==> src/rtl/trit_pkg.sv <==
// Shared trit definitions: code points and the signed digit value of a code.
// The resolution stage and the word packer both use this package.
package trit_pkg;

    typedef logic [1:0] trit_code_t;

    localparam trit_code_t TRIT_POS      = 2'b00;
    localparam trit_code_t TRIT_NEG      = 2'b01;
    localparam trit_code_t TRIT_UNSTABLE = 2'b10;
    localparam trit_code_t TRIT_ILLEGAL  = 2'b11;

    // Collect-side state of the packer.
    typedef enum logic {
        COLLECT = 1'b0,
        PEND    = 1'b1
    } pk_state_e;

    // Balanced digit value of a code; unstable and illegal codes contribute nothing.
    function automatic logic signed [1:0] trit_val(input trit_code_t code);
        case (code)
            TRIT_POS: trit_val = 2'sd1;
            TRIT_NEG: trit_val = -2'sd1;
            default:  trit_val = 2'sd0;
        endcase
    endfunction

endpackage

==> src/rtl/trit_out_reg.sv <==
// One-entry valid/ready holding register for a packed word and its metadata.
// Handshake: the word is presented while valid_o is high and is consumed on a
// cycle where valid_o & ready_i. Contents stay stable until consumed. A load
// in the same cycle as a pop replaces the word and keeps valid_o high.
module trit_out_reg #(
    parameter int WORD_W = 12,
    parameter int VAL_W  = 11,
    parameter int CNT_W  = 3
) (
    input  logic              clk,
    input  logic              rst,
    input  logic              load_i,
    input  logic [WORD_W-1:0] word_i,
    input  logic [VAL_W-1:0]  value_i,
    input  logic [CNT_W-1:0]  len_i,
    input  logic              err_i,
    input  logic              ready_i,
    output logic              valid_o,
    output logic [WORD_W-1:0] word_o,
    output logic [VAL_W-1:0]  value_o,
    output logic [CNT_W-1:0]  len_o,
    output logic              err_o
);

    localparam logic [WORD_W-1:0] EMPTY_WORD = {(WORD_W/2){2'b10}};

    logic              valid_q;
    logic [WORD_W-1:0] word_q;
    logic [VAL_W-1:0]  value_q;
    logic [CNT_W-1:0]  len_q;
    logic              err_q;

    // Capture a new word on load; otherwise drop valid once the word is taken.
    always_ff @(posedge clk or posedge rst) begin
        if (rst) begin
            valid_q <= 1'b0;
            word_q  <= EMPTY_WORD;
            value_q <= '0;
            len_q   <= '0;
            err_q   <= 1'b0;
        end else if (load_i) begin
            valid_q <= 1'b1;
            word_q  <= word_i;
            value_q <= value_i;
            len_q   <= len_i;
            err_q   <= err_i;
        end else if (valid_q && ready_i) begin
            valid_q <= 1'b0;
        end
    end

    assign valid_o = valid_q;
    assign word_o  = word_q;
    assign value_o = value_q;
    assign len_o   = len_q;
    assign err_o   = err_q;

endmodule

==> src/rtl/trit_word_packer.sv <==
// Packs resolved trits LSB-first into NTRITS-wide words and computes each word's
// balanced value. The collect register and the output register form a two-deep
// buffer so collection of the next word overlaps the drain of the current one.
// Handshakes: a trit is taken when in_valid & in_ready; a word is taken when
// out_valid & out_ready. in_ready is a pure function of registered state.
module trit_word_packer
    import trit_pkg::*;
#(
    parameter int NTRITS = 6,
    parameter int VAL_W  = 11,
    parameter int CNT_W  = 3
) (
    input  logic                  clk,
    input  logic                  rst,
    input  logic                  in_valid,
    input  logic [1:0]            in_trit,
    output logic                  in_ready,
    input  logic                  flush,
    output logic                  out_valid,
    input  logic                  out_ready,
    output logic [2*NTRITS-1:0]   out_word,
    output logic [VAL_W-1:0]      out_value,
    output logic [CNT_W-1:0]      out_len,
    output logic                  out_err,
    output logic                  dbg_state_o
);

    localparam int                WORD_W     = 2 * NTRITS;
    localparam logic [CNT_W-1:0]  FULL_CNT   = CNT_W'(NTRITS);
    localparam logic [WORD_W-1:0] EMPTY_WORD = {NTRITS{TRIT_UNSTABLE}};

    pk_state_e                state_q, state_d;
    logic [WORD_W-1:0]        slots_q, slots_d;
    logic [CNT_W-1:0]         count_q, count_d;
    logic signed [VAL_W-1:0]  weight_q, weight_d;
    logic signed [VAL_W-1:0]  acc_q, acc_d;
    logic                     err_q, err_d;

    // Collect state as it would be after this cycle's trit (if any) is added.
    logic [WORD_W-1:0]        slots_a;
    logic [CNT_W-1:0]         count_a;
    logic signed [VAL_W-1:0]  weight_a;
    logic signed [VAL_W-1:0]  acc_a;
    logic                     err_a;
    logic signed [1:0]        tv;

    logic accept;
    logic close;
    logic pop;
    logic out_free;
    logic load;

    logic [WORD_W-1:0] load_word;
    logic [VAL_W-1:0]  load_value;
    logic [CNT_W-1:0]  load_len;
    logic              load_err;

    assign accept   = in_valid && in_ready;
    assign pop      = out_valid && out_ready;
    assign out_free = !out_valid || out_ready;
    assign tv       = trit_val(in_trit);

    // Fold the incoming trit into the running word, value, weight and error flag.
    always_comb begin
        slots_a  = slots_q;
        count_a  = count_q;
        weight_a = weight_q;
        acc_a    = acc_q;
        err_a    = err_q;
        if (accept) begin
            for (int i = 0; i < NTRITS; i++) begin
                if (count_q == CNT_W'(i)) begin
                    slots_a[2*i +: 2] = in_trit;
                end
            end
            count_a  = count_q + CNT_W'(1);
            weight_a = (weight_q <<< 1) + weight_q;
            if (tv == 2'sd1) begin
                acc_a = acc_q + weight_q;
            end else if (tv == -2'sd1) begin
                acc_a = acc_q - weight_q;
            end else begin
                err_a = 1'b1;
            end
        end
    end

    // A word closes when it fills, or on flush with at least one trit collected.
    assign close = (state_q == COLLECT) &&
                   ((count_a == FULL_CNT) || (flush && (count_a != '0)));

    // FSM state register.
    always_ff @(posedge clk or posedge rst) begin
        if (rst) begin
            state_q <= COLLECT;
        end else begin
            state_q <= state_d;
        end
    end

    // FSM next state: park a closed word when the output is busy, release on pop.
    always_comb begin
        state_d = state_q;
        case (state_q)
            COLLECT: if (close && !out_free) state_d = PEND;
            PEND:    if (pop)                state_d = COLLECT;
            default: state_d = COLLECT;
        endcase
    end

    // FSM outputs: trits are refused only while a finished word waits.
    always_comb begin
        in_ready    = (state_q == COLLECT);
        dbg_state_o = state_q;
    end

    // Collect register update and transfer into the output register.
    always_comb begin
        slots_d  = slots_q;
        count_d  = count_q;
        weight_d = weight_q;
        acc_d    = acc_q;
        err_d    = err_q;
        load     = 1'b0;
        case (state_q)
            COLLECT: begin
                if (close && out_free) begin
                    load     = 1'b1;
                    slots_d  = EMPTY_WORD;
                    count_d  = '0;
                    weight_d = VAL_W'(1);
                    acc_d    = '0;
                    err_d    = 1'b0;
                end else begin
                    slots_d  = slots_a;
                    count_d  = count_a;
                    weight_d = weight_a;
                    acc_d    = acc_a;
                    err_d    = err_a;
                end
            end
            PEND: begin
                if (pop) begin
                    load     = 1'b1;
                    slots_d  = EMPTY_WORD;
                    count_d  = '0;
                    weight_d = VAL_W'(1);
                    acc_d    = '0;
                    err_d    = 1'b0;
                end
            end
            default: ;
        endcase
    end

    // A pending word is already complete in the collect registers.
    assign load_word  = (state_q == PEND) ? slots_q : slots_a;
    assign load_value = (state_q == PEND) ? acc_q   : acc_a;
    assign load_len   = (state_q == PEND) ? count_q : count_a;
    assign load_err   = (state_q == PEND) ? err_q   : err_a;

    // Collect register.
    always_ff @(posedge clk or posedge rst) begin
        if (rst) begin
            slots_q  <= EMPTY_WORD;
            count_q  <= '0;
            weight_q <= VAL_W'(1);
            acc_q    <= '0;
            err_q    <= 1'b0;
        end else begin
            slots_q  <= slots_d;
            count_q  <= count_d;
            weight_q <= weight_d;
            acc_q    <= acc_d;
            err_q    <= err_d;
        end
    end

    trit_out_reg #(
        .WORD_W (WORD_W),
        .VAL_W  (VAL_W),
        .CNT_W  (CNT_W)
    ) u_out_reg (
        .clk     (clk),
        .rst     (rst),
        .load_i  (load),
        .word_i  (load_word),
        .value_i (load_value),
        .len_i   (load_len),
        .err_i   (load_err),
        .ready_i (out_ready),
        .valid_o (out_valid),
        .word_o  (out_word),
        .value_o (out_value),
        .len_o   (out_len),
        .err_o   (out_err)
    );

endmodule
==> config.mk <==
export PLATFORM = sky130hd
export DESIGN_NAME = trit_word_packer
export DESIGN_NICKNAME = d
export VERILOG_FILES = /design/src/rtl/trit_pkg.sv /design/src/rtl/trit_out_reg.sv /design/src/rtl/trit_word_packer.sv
export SDC_FILE = /design/constraint.sdc
export NUM_CORES = 1
export LEC_CHECK = 0
export ABC_CLOCK_PERIOD_IN_PS = 2600
export CAP_MARGIN = 5
export CELL_PAD_IN_SITES_DETAIL_PLACEMENT = 0
export CELL_PAD_IN_SITES_GLOBAL_PLACEMENT = 1
export CORE_MARGIN = 8
export CORE_UTILIZATION = 41
export DETAILED_ROUTE_END_ITERATION = 8
export PLACE_DENSITY = 0.79
export REMOVE_ABC_BUFFERS = 1
export SYNTH_ARGS = -nofsm -noshare
export SYNTH_HDL_FRONTEND = slang
export SYNTH_SLANG_ARGS = --single-unit
export TNS_END_PERCENT = 1
==> constraint.sdc <==
create_clock -name clk -period 2.6 [get_ports clk]
set_clock_uncertainty 0.1 [all_clocks]
set_input_delay 0.26 -clock clk [delete_from_list [all_inputs] [get_ports clk]]
set_output_delay 0.26 -clock clk [all_outputs]
set_load 0.01 [all_outputs]
# After elaboration in Yosys (flattened, before gate mapping)
# Index checks and enable logic that the tools add are counted.
dict set report op_classes {
  muxes 42
  n_bitwise 1
  reduce_logical 15
  n_eq_ne 11
  add_sub_neg 4
}
# cell n
set ops {}
lappend ops {{$mux W11} 9}
lappend ops {{$mux W12} 4}
lappend ops {{$pmux W11 S2} 2}
lappend ops {{$pmux W12 S2} 1}
lappend ops {{$add A11 B11 Y11} 2}
lappend ops {{$mux W2} 6}
lappend ops {{$mux W3} 4}
lappend ops {{$mux W1} 11}
lappend ops {{$sub A11 B11 Y11} 1}
lappend ops {{$eq A3 B3 Y1 const B} 3}
lappend ops {{$eq A3 B2 Y1 const B} 2}
lappend ops {{$logic_and A1 B1 Y1} 6}
lappend ops {{$pmux W1 S2} 3}
lappend ops {{$pmux W3 S2} 1}
lappend ops {{$eq A2 B1 Y1 const B} 2}
lappend ops {{$pmux W2 S2} 1}
lappend ops {{$add A3 B1 Y3 const B} 1}
lappend ops {{$eq A3 B1 Y1 const B} 1}
lappend ops {{$logic_not A3 Y1} 1}
lappend ops {{$ne A3 B1 Y1 const B} 1}
lappend ops {{$reduce_bool A3 Y1} 1}
lappend ops {{$eq A2 B2 Y1 const B} 1}
lappend ops {{$logic_not A1 Y1} 2}
lappend ops {{$logic_not A2 Y1} 1}
lappend ops {{5 further kinds} 6}
dict set report word_totals {
  out_inout_bits 30
  regBits 67
  input_bits 7
  elab_cells 84
}

# Logic depth before layout (Yosys ltp)
# Gate-level depths: netlist of run 1.
dict set report logic_depth {
  ltp_word 11
  depth_mapped 12
  depth_no_buf 10
}

# By module
# From an unflattened synthesis of run 1, not the netlist that was laid out.
dict set report hier_totals {
  hier_cells 457
  area_unflattened_um2 4613.2
}
# mod seq_area_each_um2 n_inst area_each_um2 cells_each
set by_module_without_submodules {}
lappend by_module_without_submodules {trit_word_packer 984.7 1 3463.3 396}
lappend by_module_without_submodules {trit_out_reg 708.2 1 1149.9 61}

# Worst setup path before layout of run 1
# Ideal clock, no wire load.
dict set report synth_path {
  kind {register to register}
  start {register weight_q[1]}
  end {register acc_q[7]}
  t_required_ns 2.379
  setup_ns 0.121
  arrival_time_ns 2.217
  n_path_buf 0
  setup_slack_ns 0.162
  path_stages_with_launch 10
  path_cell_list {dfrtp_1 -> inv_1 -> ha_1 -> nor2b_1 -> o21a_1 -> a311o_1 -> a211oi_1 -> o22ai_1 -> xnor2_1 -> a22o_1}
}
dict set report synth_via {
  elab_chain_len 6
  elab_cells_between_ends 7
}
# item line_no
set synth_rtl {}
lappend synth_rtl {{start: declaration} trit_word_packer.sv:35} ;# logic signed [VAL_W-1:0] weight_q, weight_d;
lappend synth_rtl {{start signal: assignment} trit_word_packer.sv:173} ;# weight_q <= weight_d;
lappend synth_rtl {{$sub A11 B11 Y11} trit_word_packer.sv:81} ;# acc_a = acc_q - weight_q;
lappend synth_rtl {{$mux W11} trit_word_packer.sv:80} ;# end else if (tv == -2'sd1) begin
lappend synth_rtl {{$mux W11 (*)} trit_word_packer.sv:78} ;# if (tv == 2'sd1) begin
lappend synth_rtl {{$mux W11 (*)} trit_word_packer.sv:70} ;# if (accept) begin
lappend synth_rtl {{$mux W11 (*)} trit_word_packer.sv:127} ;# if (close && out_free) begin
lappend synth_rtl {{$pmux W11 S2 (*)} trit_word_packer.sv:125} ;# case (state_q)
lappend synth_rtl {{end signal: assignment} trit_word_packer.sv:168} ;# acc_q <= '0;
lappend synth_rtl {{end signal: assignment} trit_word_packer.sv:174} ;# acc_q <= acc_d;
lappend synth_rtl {{end: declaration} trit_word_packer.sv:36} ;# logic signed [VAL_W-1:0] acc_q, acc_d;
# Every way passes the cells marked *; elsewhere a longest branch is shown, timed or not.
# A chain may end at the register's enable or synchronous reset.

# Worst setup path after layout of run 1
dict set report layout_path {
  start {register acc_q[0]}
  end {register u_out_reg.value_q[10] (netlist: u_out_reg.value_o[10])}
}
dict set report layout_via {
  elab_chain_len 5
  elab_cells_between_ends 6
}
# item line_no
set layout_rtl {}
lappend layout_rtl {{$sub A11 B11 Y11} trit_word_packer.sv:81}
lappend layout_rtl {{$mux W11} trit_word_packer.sv:80}
lappend layout_rtl {{$mux W11 (*)} trit_word_packer.sv:78}
lappend layout_rtl {{$mux W11 (*)} trit_word_packer.sv:70}
lappend layout_rtl {{$mux W11 (*)} trit_word_packer.sv:158} ;# assign load_value = (state_q == PEND) ? acc_q : acc_a;
lappend layout_rtl {{end signal: assignment} trit_out_reg.sv:44} ;# value_q <= value_i;
lappend layout_rtl {{end: declaration} trit_out_reg.sv:29} ;# logic [VAL_W-1:0] value_q;
# Marks and branches as above.

==> impl_summary.log, run 1 <==
INFO  metric grt_pass1_vias = around 3700
INFO  metric max_freq = 0.387 GHz
INFO  metric die_area = about 14000 sq um
INFO  metric wire_length_of_the_first_global_routing_pass = between 15 and 20 mm
INFO  metric antenna_violating_nets_post_route = 0
INFO  metric route.detailed.drc = 0
INFO  metric diodes = 0
INFO  metric rr_worst_depth = 10
INFO  metric fill_cells = around 1000
INFO  metric worst_setup_path_end_kind = flip-flop
INFO  metric worstSetupStartpoint = acc_q[0]
INFO  metric post_route_cells_drive_above_1_share = 17.4%
INFO  metric r2r-end = u_out_reg.value_o[10]
INFO  metric result_of_the_run = completed
INFO  metric globalRoute.totalOverflow = 0
INFO  metric critical_path.startpoint_type = flip-flop
INFO  metric fp.coreArea = slightly above 10000 sq um
INFO  metric die_x = 119 um
INFO  metric max_cap_viol_count = 0
INFO  metric area.growth.synth_to_final = 23.6%
INFO  metric hold_buffers = 0
INFO  metric cts_tree = built
INFO  metric power.density_cell_area = 1190 nW/um^2
INFO  metric start_util = roughly 42%
INFO  metric die_h = 119 um
INFO  metric r2r-start = acc_q[0]
INFO  metric most_frequent_standard_cell_in_the_layout_excluding_fill_and_tap_cells = nand2_1
INFO  metric buffers_on_ports = 36
INFO  metric synth.yosys.seq_area_share = 39.2%
INFO  metric setup-tns-final = 0 ns
INFO  metric finalNetCount = 581
INFO  metric antenna_found_initial = 0
INFO  metric dpl_cell_area = 5050 sq um
INFO  metric initial_drt_markers = 178
INFO  metric syn_area_per_cell = ~9 sq um
INFO  metric setup.worst_path.end = u_out_reg.value_o[10]
INFO  metric rows = 37
INFO  metric max-slew-margin-rel = 72.5%
INFO  metric netlist.top_cell.by_area = dfrtp_1
INFO  metric insertion_delay = roughly 0.36 ns
INFO  metric synth_cell_type_count = 55
INFO  metric synth_cells = about 480
INFO  metric timing_max_transition_violations_final = 0
INFO  metric yosys_register_bits = 67
INFO  metric required = approximately 2.7 ns
INFO  metric hp-class = primary input to asynchronous set/reset pin
INFO  metric irDropWorstVdd = 0.000659 V
INFO  metric routed_wl = 10.9 mm
INFO  metric yosys_most_used_dff = dfrtp_1
INFO  metric setup_repair_after_global_routing_missed_its_margin = true
INFO  metric detailroute.via_count = 3626
INFO  metric total_power = ~6.4 mW
INFO  metric timing.final.crit_period = 2.59 ns
INFO  metric dp_hpwl = 8.02 mm
INFO  metric worst-setup-path-type = flip-flop to flip-flop
INFO  metric min_period_over_period = 99.5%
INFO  metric most-common-layout-cells = nand2_1, dfrtp_1, o21ai_0
INFO  metric finalHoldViolCount = 0
INFO  metric tritoncts_sink_count = 67
INFO  metric root_buf_cell = clkbuf_8
INFO  metric floorplan.io_pins = 37
INFO  metric crit_path_max_fanout = 3
INFO  metric synth_enable_flop_cells = 0
INFO  metric total_standard_cell_area_after_synthesis = 4320 sq um
INFO  metric asyncSetResetFlopFracSynth = 100%
INFO  metric cts.htree.levels = 3
INFO  metric clock_tree.buffer_depth = 2
INFO  metric largest_net_degree_at_the_start_of_global_routing = 68
INFO  metric dr.pass1.iters = 4
INFO  metric ys_warn_count = 0
INFO  metric critPathArrivalTime = 2.73 ns
INFO  metric power_leakage = between 2 and 2.5 nW
INFO  metric per_cell_routed_wire_length = 16.1 um
INFO  metric reg2reg_slack = ~0.013 ns
INFO  metric drt-vias-per-instance = 5.36
INFO  metric gr-usage-all-layers = 16.0%
INFO  metric area_share_of_the_largest_cell_type_after_synthesis = 31.3%
INFO  metric tritoncts.num_buffers = 9
INFO  metric final_util = between 50% and 60%
INFO  metric final-setup-viol-count = 0
INFO  metric gpl.final_weighted_congestion = 0.883
INFO  metric worst_pin_slew = 0.409 ns
INFO  metric synth.top_cells.by_area = dfrtp_1, ha_1, dfstp_2, o21ai_0, nand2_1
INFO  metric clk_transition_reported_paths = 0.08 ns
INFO  metric final_area = 5340 sq um
synthesized netlist by cell type (6+ instances only):
cell / number
nand2_1: 66
dfrtp_1: 54
o21ai_0: 50
a21oi_1: 36
ha_1: 34
inv_1: 31
mux2i_1: 22
nor2_1: 17
dfstp_2: 13
nor3_1: 13
xnor2_1: 12
buf_2: 9
clkbuf_1: 9
nor2b_1: 8
nand2b_1: 7
o21ai_1: 7
o31ai_1: 7
a22o_1: 6
cell families after synthesis:
kind of cell / after synthesis / share of synthesized area (%)
multiplexers: 24 / 5.70
XOR/XNOR: 15 / 3.04
adder cells (fa/ha/maj): 37 / 11.2
AO/OA/AOI/OAI: 148 / 21.6
AND/OR/NAND/NOR: 128 / 13.8
buffers and inverters: 56 / 5.47
flip-flops: 67 / 39.2
critical path, cell delays in order (launching register included):
cell	delay, ns
dfrtp_1	0.37
inv_1	0.07
ha_1	0.23
fa_2	0.36
nor2b_2	0.15
o2111a_1	0.26
o31ai_2	0.10
a41o_1	0.22
nor4_4	0.33
mux2i_1	0.22
nand2_1	0.07
final cells by class:
type	count	area (sq um)	area share (%)
clock buffers	11	141	2.65
clock inverters	3	40.0	0.750
inverters	31	116	2.18
multi-input cells	352	2490	46.6
flip-flops and latches	67	1690	31.7
well taps	136	170	3.19
repair buffers	76	689	12.9
power breakdown:
| group | switching (mW) | total, mW | internal [mW] |
|---|---|---|---|
| Sequential | 0.287 | 1.78 | 1.49 |
| Clock | 0.401 | 0.857 | 0.456 |
| Combinational | 2.01 | 3.73 | 1.71 |
layer usage:
| layer | track usage, % | vias to the layer above | part of all wire (%) |
|---|---|---|---|
| met5 | 0 | - | 0 |
| met4 | 6.40 | 0 | 1.6 |
| met3 | 3.81 | 14 | 4.7 |
| met2 | 25.4 | 69 | 47 |
| met1 | 20.6 | 1744 | 46 |
| li1 | - | 1799 | - |
worst min path at each step:
stage                         start                    to  slack (ns)
6_report                        rst           weight_q[8]        0.19
5_1_grt                         rst            slots_q[0]        0.22
3_3_place_gp   u_out_reg.value_o[8]  u_out_reg.value_o[8]        0.36
3_5_place_dp    u_out_reg.word_o[0]   u_out_reg.word_o[0]        0.37
4_1_cts                         rst  u_out_reg.word_o[10]        0.21
2_1_floorplan             out_ready           dbg_state_o        0.25
sequential cells by signal, indices dropped and copies added, names as in the netlist:
name	flops
u_out_reg.err_o	1
slots_q	12
count_q	3
weight_q	11
err_q	1
u_out_reg.len_o	3
acc_q	11
u_out_reg.valid_o	1
u_out_reg.word_o	12
u_out_reg.value_o	11
dbg_state_o	1
per-stage QoR:
step                      instances  hold WS [ns]  setup WS, ns
after global routing            676         0.219        -0.136
after detailed placement        659         0.369       -0.0913
final                           676         0.193        0.0129
after CTS                       675         0.205        0.0231
after global placement          659         0.362      -0.00371
after floorplan                 450         0.250         -1.49
repair_timing:
item / 4_1_cts / 5_1_grt
buffers inserted: 2 / 1
pin swaps: 2 / 9
setup endpoints to repair: 2 / 30
resized for setup: 5 / 20
No activity file was read; power rests on OpenSTA's default activity.
==> run 2, diff against run 1 <==
--- a/config.mk
+++ b/config.mk
@@ -14,6 +14,7 @@
 export DETAILED_ROUTE_END_ITERATION = 8
 export PLACE_DENSITY = 0.79
 export REMOVE_ABC_BUFFERS = 1
+export SLEW_MARGIN = 10
 export SYNTH_ARGS = -nofsm -noshare
 export SYNTH_HDL_FRONTEND = slang
 export SYNTH_SLANG_ARGS = --single-unit
==> results of run 2 <==
Same layout as run 1: the final DEF is identical, and so are final timing and power.
==> run 3, diff against run 2 <==
--- a/config.mk
+++ b/config.mk
@@ -13,7 +13,7 @@
 export CORE_UTILIZATION = 41
 export DETAILED_ROUTE_END_ITERATION = 8
 export PLACE_DENSITY = 0.79
-export REMOVE_ABC_BUFFERS = 1
+export RECOVER_POWER = 50
 export SLEW_MARGIN = 10
 export SYNTH_ARGS = -nofsm -noshare
 export SYNTH_HDL_FRONTEND = slang
==> run 3 against run 2 <==
Against the previous run:
- the flow now finishes with violations (negative setup slack)
- hold slack better by 0.18 ns
- clock-buffer cell count down 1
- flip-flop and latch count unchanged
- non-clock buffer count up 5
- sequential share of layout area down 0.13 points
- cell count up 1.0%
- register-to-register slack worse by 0.13 ns
- sequential power about the same
- setup slack worse by 0.13 ns
- global-route usage up 0.42 points
- total power up 1.7%
==> impl_summary.log, run 3 (same netlist as run 1, synthesis figures left out) <==
INFO  metric largest_net_degree_at_the_start_of_global_routing = 53
INFO  metric antenna_found_initial = 0
INFO  metric comb_power_share = 58.4%
INFO  metric gr-usage-all-layers = between 10% and 20%
INFO  metric hp-class = flip-flop to flip-flop
INFO  metric irDropWorstVdd = 0.000476 V
INFO  metric worst_path_dominant_cell_family = compound AO/OA/AOI/OAI gates
INFO  metric die_x = approximately 120 um
INFO  metric drt-vias-per-instance = 5.39
INFO  metric root_buf_cell = clkbuf_8
INFO  metric timing_max_transition_violations_final = 0
INFO  metric start_util = 42.1%
INFO  metric critPathArrivalTime = approximately 2.9 ns
INFO  metric synth_nets = around 520
INFO  metric worst-setup-path-type = flip-flop to flip-flop
INFO  metric floorplan.io_pins = 37
INFO  metric route.detailed.drc = 0
INFO  metric post_route_cells_drive_above_1_share = between 10% and 20%
INFO  metric area.growth.synth_to_final = 24.3%
INFO  metric final-setup-viol-count = 5
INFO  metric max_freq = 0.368 GHz
INFO  metric die_area = approximately 14000 sq um
INFO  metric routed_wl = around 11 mm
INFO  metric initial_drt_markers = around 240
INFO  metric rows = 37
INFO  metric gpl.final_weighted_congestion = 0.903
INFO  metric clk_transition_reported_paths = 0.08 ns
INFO  metric diodes = 0
INFO  metric dp_hpwl = 8.39 mm
INFO  metric timing.final.ws_setup = -0.119 ns
INFO  metric most-common-layout-cells = nand2_1, dfrtp_1, o21ai_0
INFO  metric min_period_over_period = 105%
INFO  metric worstPathCellList = inv_2 -> ha_4 -> fa_2 -> nor2b_2 -> o2111a_2 -> o31ai_4 -> a41o_1 -> nor4_2 -> buf_4 -> mux2i_1 -> nand2_1
INFO  metric final_instance_count_without_filler_cells = 683
INFO  metric fp.coreArea = roughly 10000 sq um
INFO  metric violations = negative setup slack
INFO  metric power_leakage = roughly 2.4 nW
INFO  metric power_switching = 2.77 mW
INFO  metric finalHoldViolCount = 0
INFO  metric dp_slack = -0.0682 ns
INFO  metric timing.final.crit_period = 2.72 ns
INFO  metric antenna_violating_nets_post_route = 0
INFO  metric finalNetCount = 586
INFO  metric crit_path_max_fanout = 3
INFO  metric setup_repair_after_global_routing_missed_its_margin = true
INFO  metric internal_power = 3.69 mW
INFO  metric result_of_the_run = finished with violations
INFO  metric per_cell_routed_wire_length = 16.6 um
INFO  metric buffers_on_ports = 36
INFO  metric worst_pin_slew = between 1 and 1.5 ns
INFO  metric cts.htree.levels = 3
INFO  metric final_util = ~52%
INFO  metric power_frac_clock = around 14%
INFO  metric cts_tree = built
INFO  metric globalRoute.totalOverflow = 0
INFO  metric dr.pass1.iters = 5
INFO  metric cpPeakStageDelay = 0.39 ns
INFO  metric critical_path.startpoint_type = flip-flop
INFO  metric hold_buffers = 0
INFO  metric max_cap_viol_count = 0
INFO  metric tritoncts_sink_count = between 60 and 70
INFO  metric max-slew-margin-rel = 23.1%
INFO  metric netSwitchingFraction = 42.9%
INFO  metric timing.critical_path.buf_inv = 2
INFO  metric clock_tree.buffer_depth = 2
INFO  metric seqPwrFrac = 27.6%
INFO  metric detailroute.via_count = 3684
INFO  metric power.density_cell_area = 1200 nW/um^2
INFO  metric tritoncts.num_buffers = 9
INFO  metric reg2reg_slack = -0.12 ns
INFO  metric slowest_stage = dfrtp_1
INFO  metric die_h = 119 um
INFO  metric grt_pass1_vias = 3595
INFO  metric wire_length_of_the_first_global_routing_pass = roughly 19 mm
INFO  metric min_hold_slack = 0.377 ns
INFO  metric post-place-cells = 665
INFO  metric insertion_delay = 0.35 ns
INFO  metric worst_setup_path_end_kind = flip-flop
INFO  metric most_frequent_standard_cell_in_the_layout_excluding_fill_and_tap_cells = nand2_1
INFO  metric required = 2.74 ns
## run 3: changes by cell type in the layout (fill, tap and decap cells not counted), sizes merged
| cell | change |
|---|---|
| buf | +3 |
| clkdlybuf4s50 | -11 |
| clkinvlp | +1 |
| dlygate4sd3 | +11 |
| clkbuf | +1 |
| clkinv | +2 |
## run 3: timing repair
item,CTS,global route
pin swaps,0,10
setup buffers,0,2
gates resized for setup,8,16
gates cloned,0,0
setup endpoints to repair,5,32
## run 3: worst paths after layout
check | start | to | cells after the start
max | acc_q[0] | u_out_reg.value_o[10] | 11
min in group asynchronous | rst | slots_q[10] | 2
min | u_out_reg.word_o[4] | u_out_reg.word_o[4] | 2
max reg2reg | acc_q[0] | u_out_reg.value_o[10] | 11
min reg2reg | u_out_reg.word_o[4] | u_out_reg.word_o[4] | 2
max in group asynchronous | rst | u_out_reg.value_o[3] | 3
## run 3: cell type report
type | instances | area, sq um
multi-input combinational | 352 | 2480
fill | 985 | 4910
tap | 136 | 170
clock inverter | 6 | 65.1
inverter | 31 | 116
timing repair buffer | 81 | 704
clock buffer | 10 | 138
sequential | 67 | 1700
## run 3: metal layers
metal	global-route usage [%]	part of all wire, %	up-vias
met5	0	0	-
met4	5.69	1.7	0
met3	2.81	5.4	19
met2	25.1	47	86
met1	22.9	46	1759
li1	-	-	1820
## run 3: worst min-delay path, delay by kind of cell, from the launching register on
kind,cells,cell delay (ns)
simple gates,1,0.05
flops,1,0.34
compound gates,1,0.06
## run 3: power by group through the flow
| stage | clock [mW] | combinational [mW] | sequential [mW] |
|---|---|---|---|
| finish | 0.908 | 3.78 | 1.78 |
| global placement | 0 | 3.57 | 1.79 |
| CTS | 0.925 | 3.69 | 1.79 |
| global route | 0.961 | 4.20 | 1.84 |
| detailed placement | 0 | 3.61 | 1.80 |
| floorplan | 0 | 2.18 | 1.84 |
## run 3: stage by stage
stage | power, mW | TNS [ns] | instance area (sq um)
6_report | 6.47 | -0.227 | 5370
5_1_grt | 7.00 | -1.03 | 5370
4_1_cts | 6.40 | -0.0157 | 5320
3_5_place_dp | 5.41 | -0.0701 | 5090
3_3_place_gp | 5.36 | -0.0528 | 5090
2_1_floorplan | 4.02 | 0 | 4320
